--- src/rtl/mux4_arb_pkg.sv ---
// mux4_arb_pkg: shared state type, requester count and the round-robin pick used by mux4_rr_arbiter.
package mux4_arb_pkg;
  typedef enum logic {IDLE, GRANT} state_e;
  localparam int N_REQ = 4;
  function automatic logic [2:0] rr_pick(input logic [3:0] req, input logic [1:0] ptr, input logic [3:0] exclude);
    logic [3:0] m;
    logic [1:0] i;
    logic [2:0] r;
    m = req & ~exclude;
    r = 3'b000;
    for (int k = N_REQ - 1; k >= 0; k--) begin
      i = ptr + 2'(k);
      if (m[i]) r = {1'b1, i};
    end
    return r;
  endfunction
endpackage

--- src/rtl/mux4.sv ---
// mux4: single-bit 4:1 mux with inverted select polarity (sel 00 routes a[3], 11 routes a[0]).
module mux4 (
  input  logic [3:0] a,
  input  logic [1:0] sel,
  output logic       y
);
  logic [1:0] idx;
  assign idx = ~sel;
  assign y = a[idx];
endmodule

--- src/rtl/mux4_rr_arbiter.sv ---
// mux4_rr_arbiter: round-robin owner of a shared mux4 path; grants held while requested.
// Optional hold timeout enabled by defining MUX4_ARB_TIMEOUT_EN.
module mux4_rr_arbiter
  import mux4_arb_pkg::*;
#(
  parameter int MAX_HOLD = 8,
  parameter int CNT_W    = 8
) (
  input  logic       clk,
  input  logic       rst_n,
  input  logic [3:0] req,
  input  logic [3:0] data_in,
  output logic [3:0] grant,
  output logic [1:0] owner,
  output logic [1:0] select_line,
  output logic       data_out,
  output logic       valid
);
  state_e     state_q, state_d;
  logic [3:0] grant_q, grant_d;
  logic [1:0] owner_q, owner_d;
  logic [1:0] ptr_q, ptr_d;
  logic       valid_q, valid_d;
  logic [2:0] pick;
  logic       timeout, hold, mux_y;
`ifdef MUX4_ARB_TIMEOUT_EN
  logic [CNT_W-1:0] cnt_q, cnt_d;
  assign timeout = cnt_q >= CNT_W'(MAX_HOLD);
`else
  localparam int unused_cfg = MAX_HOLD + CNT_W;
  assign timeout = 1'b0;
`endif
  assign hold = req[owner_q] & ~timeout;
  // While granted, the search starts after the owner and skips it so others win first.
  assign pick = rr_pick(req, state_q == GRANT ? owner_q + 2'd1 : ptr_q,
                        state_q == GRANT ? grant_q : 4'b0000);
  always_comb begin
    state_d = state_q;
    owner_d = owner_q;
    ptr_d   = ptr_q;
    if (state_q == IDLE) begin
      state_d = pick[2] ? GRANT : IDLE;
      owner_d = pick[2] ? pick[1:0] : 2'd0;
    end else if (!hold) begin
      ptr_d   = owner_q + 2'd1;
      state_d = (pick[2] || req[owner_q]) ? GRANT : IDLE;
      owner_d = pick[2] ? pick[1:0] : req[owner_q] ? owner_q : 2'd0;
    end
    grant_d = state_d == GRANT ? 4'b0001 << owner_d : 4'b0000;
    valid_d = state_d == GRANT;
  end
`ifdef MUX4_ARB_TIMEOUT_EN
  always_comb begin
    cnt_d = state_d == IDLE ? '0 :
            (state_q == IDLE || !hold) ? CNT_W'(1) :
            &cnt_q ? cnt_q : cnt_q + 1'b1;
  end
  always_ff @(posedge clk or negedge rst_n) begin
    if (!rst_n) cnt_q <= '0;
    else        cnt_q <= cnt_d;
  end
`endif
  always_ff @(posedge clk or negedge rst_n) begin
    if (!rst_n) begin
      state_q <= IDLE;
      grant_q <= 4'b0000;
      owner_q <= 2'd0;
      ptr_q   <= 2'd0;
      valid_q <= 1'b0;
    end else begin
      state_q <= state_d;
      grant_q <= grant_d;
      owner_q <= owner_d;
      ptr_q   <= ptr_d;
      valid_q <= valid_d;
    end
  end
  mux4 u_mux (.a(data_in), .sel(select_line), .y(mux_y));
  assign grant       = grant_q;
  assign owner       = owner_q;
  assign valid       = valid_q;
  assign select_line = ~owner_q;
  assign data_out    = valid_q & mux_y;
endmodule
--- config.mk ---
export PLATFORM = sky130hd
export DESIGN_NAME = mux4_rr_arbiter
export DESIGN_NICKNAME = d
export VERILOG_FILES = /design/src/rtl/mux4_arb_pkg.sv /design/src/rtl/mux4.sv /design/src/rtl/mux4_rr_arbiter.sv
export SDC_FILE = /design/constraint.sdc
export NUM_CORES = 1
export LEC_CHECK = 0
export ABC_AREA = 1
export CAP_MARGIN = 30
export CORE_MARGIN = 2
export CORE_UTILIZATION = 47
export CTS_CLUSTER_DIAMETER = 100
export CTS_CLUSTER_SIZE = 24
export DETAILED_ROUTE_END_ITERATION = 16
export GPL_ROUTABILITY_DRIVEN = 0
export GPL_TIMING_DRIVEN = 0
export PLACE_DENSITY = 0.82
export SYNTH_ARGS = -nofsm -noshare
export SYNTH_HDL_FRONTEND = slang
export SYNTH_HIERARCHICAL = 1
export SYNTH_SLANG_ARGS = --single-unit
--- constraint.sdc ---
create_clock -name clk -period 1.8 [get_ports clk]
set_clock_uncertainty 0.05 [all_clocks]
set_input_delay 0.27 -clock clk [delete_from_list [all_inputs] [get_ports clk]]
set_output_delay 0.27 -clock clk [all_outputs]
set_load 0.005 [all_outputs]
After elaboration in Yosys (flattened, before gate mapping)

Cells that the tools add are included.

Flip-flop bits (word level): 9

$add $sub $neg: 4
Order comparisons: 6
Shifts and indexed selects: 1
Multiplexer cells: 26
Bitwise gates (word level): 6
Reductions and logical operators: 2

Operators with widths:

| operator              | number |
|---|---|
| $lt A2 B3 Y1 const B  | 6 |
| $bmux W1 S2           | 6 |
| $mux W3               | 4 |
| $mux W1               | 10 |
| $mux W2               | 4 |
| $mux W4               | 2 |
| $add A2 B1 Y2 const B | 2 |
| $add A2 B2 Y2 const B | 2 |
| $and A4 B4 Y4         | 1 |
| $not A2 Y2            | 2 |
| $not A4 Y4            | 1 |
| $shl A1 B2 Y4 const A | 1 |
| $reduce_and A2 Y1     | 1 |
| $and A1 B1 Y1         | 1 |
| $logic_or A1 B1 Y1    | 1 |
| $not A1 Y1            | 1 |

Depth between registers and ports, before layout

Depth in word-level cells: 14
Depth in mapped cells: 13

Modules after synthesis

Netlist, hierarchy kept.

Modules (own cells, without submodules):

| module          | times used | cells an instance | area an instance (µm²) | seq. area each (µm²) |
|---|---|---|---|---|
| mux4_rr_arbiter | 1          | 102               | 730.7                  | 225.2 |
| mux4            | 1          | 13                | 51.3                   | 0.0 |

Worst setup path after synthesis

Ideal clock, no wire load.

Kind: register to register
From: reg valid (netlist name)
To: reg grant_q[3], in the netlist grant[3]
Setup time: 0.119 ns
Arrival: 1.508 ns
Slack: 0.123 ns
Cell stages (with the launch flop): 12
Period minus slack after synthesis: 1.677 ns
Path through: dfrtp_1 > buf_6 > o21ai_4 > nand2_2 > nand2_2 > nand2_2 > and2_4 > nand2_1 > nand2_1 > nand3_2 > nand2_2 > and2_1

RTL lines:

| element              | line                  | text |
|---|---|---|
| to (signal assigned) | mux4_rr_arbiter.sv:72 | `grant_q <= grant_d;` |
| to (decl)            | mux4_rr_arbiter.sv:20 | `logic [3:0] grant_q, grant_d;` |

==> impl_metrics.tcl <==
set metrics [dict create \
    vias 863 \
    worst_pin_slew_ns 0.383 \
    antenna_left 0 \
    cts_hold_buf 0 \
    cp-end-kind "flip-flop" \
    yosysTopAreaCell "dfrtp_1" \
    synth.top_cells.by_count "30 x nand2_1, 17 x inv_1, 15 x nand3_1" \
    post-route-min-period_ns 1.81 \
    cts_tree "yes" \
    dp_cells 150 \
    slew_headroom_pct 74.4 \
    violations "setup timing" \
    antenna_cells 0 \
    post-route-util_pct 70.7 \
    area_growth_pct 39.4 \
    rr_worst_depth 11 \
    worst_slack_ns -0.0115 \
    clock.fmax_mhz 552 \
    numPortBuffers 19 \
    final_max_slew_viol_count 0 \
    dr.pass1.iters 4 \
    final_cells 162 \
    synth-warning-count 6 \
    startpoint_type "flip-flop" \
    synth_nets 125 \
    drtIter0Drc 19 \
    dp_slack_ns -0.213 \
    core_um2 1540 \
    htree_levels 1 \
    synth.most_common_cell "nand2_1" \
    drc 0 \
    synthTopCellsByArea "dfrtp_1 29%, nand2_1 14%, nand2_2 10%" \
    syn-cell-area_um2 782 \
    finalSetupViolations 1 \
    avgSynthCellArea_um2 6.80 \
    yosysUniqueCellTypes 19 \
    crit_required_ns 1.89 \
    cts_sinks 9 \
    finalPower_mw 2.47 \
    final_nets 157 \
    avgViaCountPerCell 5.33 \
    rsz0062_at_grt "yes" \
    r2r-start "valid" \
    path_class "reg2reg" \
    clk_pin_slew_ns 0.06 \
    die_w_um 44.8 \
    grt_pass1_wl_mm 3.49 \
    ys_seq_elements 9 \
    dp_hpwl_mm 1.58 \
    die_h_um 44.8 \
    cts_inserted_buffers 3 \
    syn-instance-count 115 \
    drv_cap 0 \
    placed_area_um2 992 \
    hold_violations 0 \
    ys.flop_type "dfrtp_1" \
    grt_max_degree 10 \
    cts_buffer_depth 2 \
    synth_edf_count 0 \
    ir_worst_vdd_uv 1370 \
    regToRegEndpoint "grant[3]" \
    fin_area_um2 1090 \
    grt_overflow 0 \
    drt-wirelength-per-cell_um 13.0 \
    io_pins 20 \
    antenna_found_initial 0 \
    async_flop_share_pct 100 \
    post_route_cells_drive_above_1_share_pct 30.1 \
    wl_mm 2.11 \
    ys_seq_area_share_pct 28.8 \
    powerDensity_nw_per_um2 2260 \
    outcome "complete, but fails checks" \
    synth.top_cell.area_share_pct 28.8 \
    initial_core_util_pct 50.7 \
    hp-class "in2async" \
    crit_fanout 8 \
    grt_pass1_vias 851 \
    holdWs_ns 0.253 \
    dieArea_um2 2010 \
    crit_arrival_ns 1.91 \
    track_usage_pct 23.8 \
    fin_crit_sh_pct 101 \
    clock_latency_ns 0.25 \
    p_leak_nw 0.564 \
    rows 14 \
    r2r_slack_ns -0.01 \
    setup_tns_ns -0.0115 \
    clockRootBuffer "clkbuf_4" \
]
-- metal layers --
metal / routed length [µm] / global-route usage (%) / vias to the layer above
met5: 0 / 0 / -
met4: 34 / 10.0 / 0
met3: 50 / 2.80 / 4
met2: 1160 / 43.2 / 22
met1: 861 / 28.2 / 408
li1: - / - / 429
-- timing repair --
action                     CTS  global route
setup endpoints to repair    2             5
gates resized for setup      5             3
setup buffers                8             0
hold endpoints to repair     0             0
pin swaps                    3             2
-- sequential cells by signal, indices dropped and copies added (netlist names) --
signal  count
valid       1
owner       2
grant       4
ptr_q       2
-- final cells by class --
cell class / instances / area, µm²
Clock buffer: 4 / 26.3
Timing Repair Buffer: 27 / 249
Buffer: 1 / 11.3
Multi-Input combinational cell: 87 / 484
Tap cell: 16 / 20.0
Inverter: 18 / 70.1
Sequential cell: 9 / 229
Fill cell: 140 / 452
-- power by group --
| part | total, mW | switching (mW) | internal [mW] | leakage [nW] |
|---|---|---|---|---|
| sequential | 0.408 | 0.0965 | 0.311 | 0.106 |
| clock | 0.145 | 0.0605 | 0.0848 | 0.0150 |
| combinational | 1.91 | 1.11 | 0.806 | 0.443 |
-- cells by family (layout without fill, tap and decap cells) --
family                 Yosys count  in the layout  synth area share (%)
AND/OR/NAND/NOR                 77             77                  52.0
buffers and inverters           19             50                  10.1
AO/OA/AOI/OAI                   10             10                  9.12
flip-flops                       9              9                  28.8
-- worst max-delay path: stages (launching register included) --
cell	delay, ns
dfrtp_2	0.43
buf_6	0.15
o21ai_4	0.26
nand2_4	0.09
nand2_2	0.10
nand2_2	0.06
and2_4	0.16
nand2_1	0.06
nand2_1	0.06
nand3_2	0.09
nand2_2	0.07
and2_1	0.13
-- worst max path at each step --
stage | cells past startpoint | endpoint | from | slack, ns
floorplan | 11 | grant[3] | valid | 0.12
global placement | 12 | grant[3] | req[3] | -0.17
detailed placement | 12 | grant[3] | req[3] | -0.21
CTS | 11 | grant[3] | valid | -0.02
global route | 10 | grant[2] | valid | -0.1
finish | 11 | grant[3] | valid | -0.01
-- placed cells by master (no fill, tap or decap), types with 2 or more instances in the layout --
cell / n
nand2_1: 29
clkdlybuf4s50_1: 18
inv_1: 16
nand3_1: 15
nand2_2: 14
buf_4: 8
dfrtp_1: 6
nand4_1: 5
nor2_1: 4
nand3_2: 3
nand2_4: 3
a21oi_2: 3
a21oi_1: 3
clkbuf_4: 3
dfrtp_2: 3
o21ai_0: 2
nor2_2: 2
No activity file was read; power rests on OpenSTA's default activity.
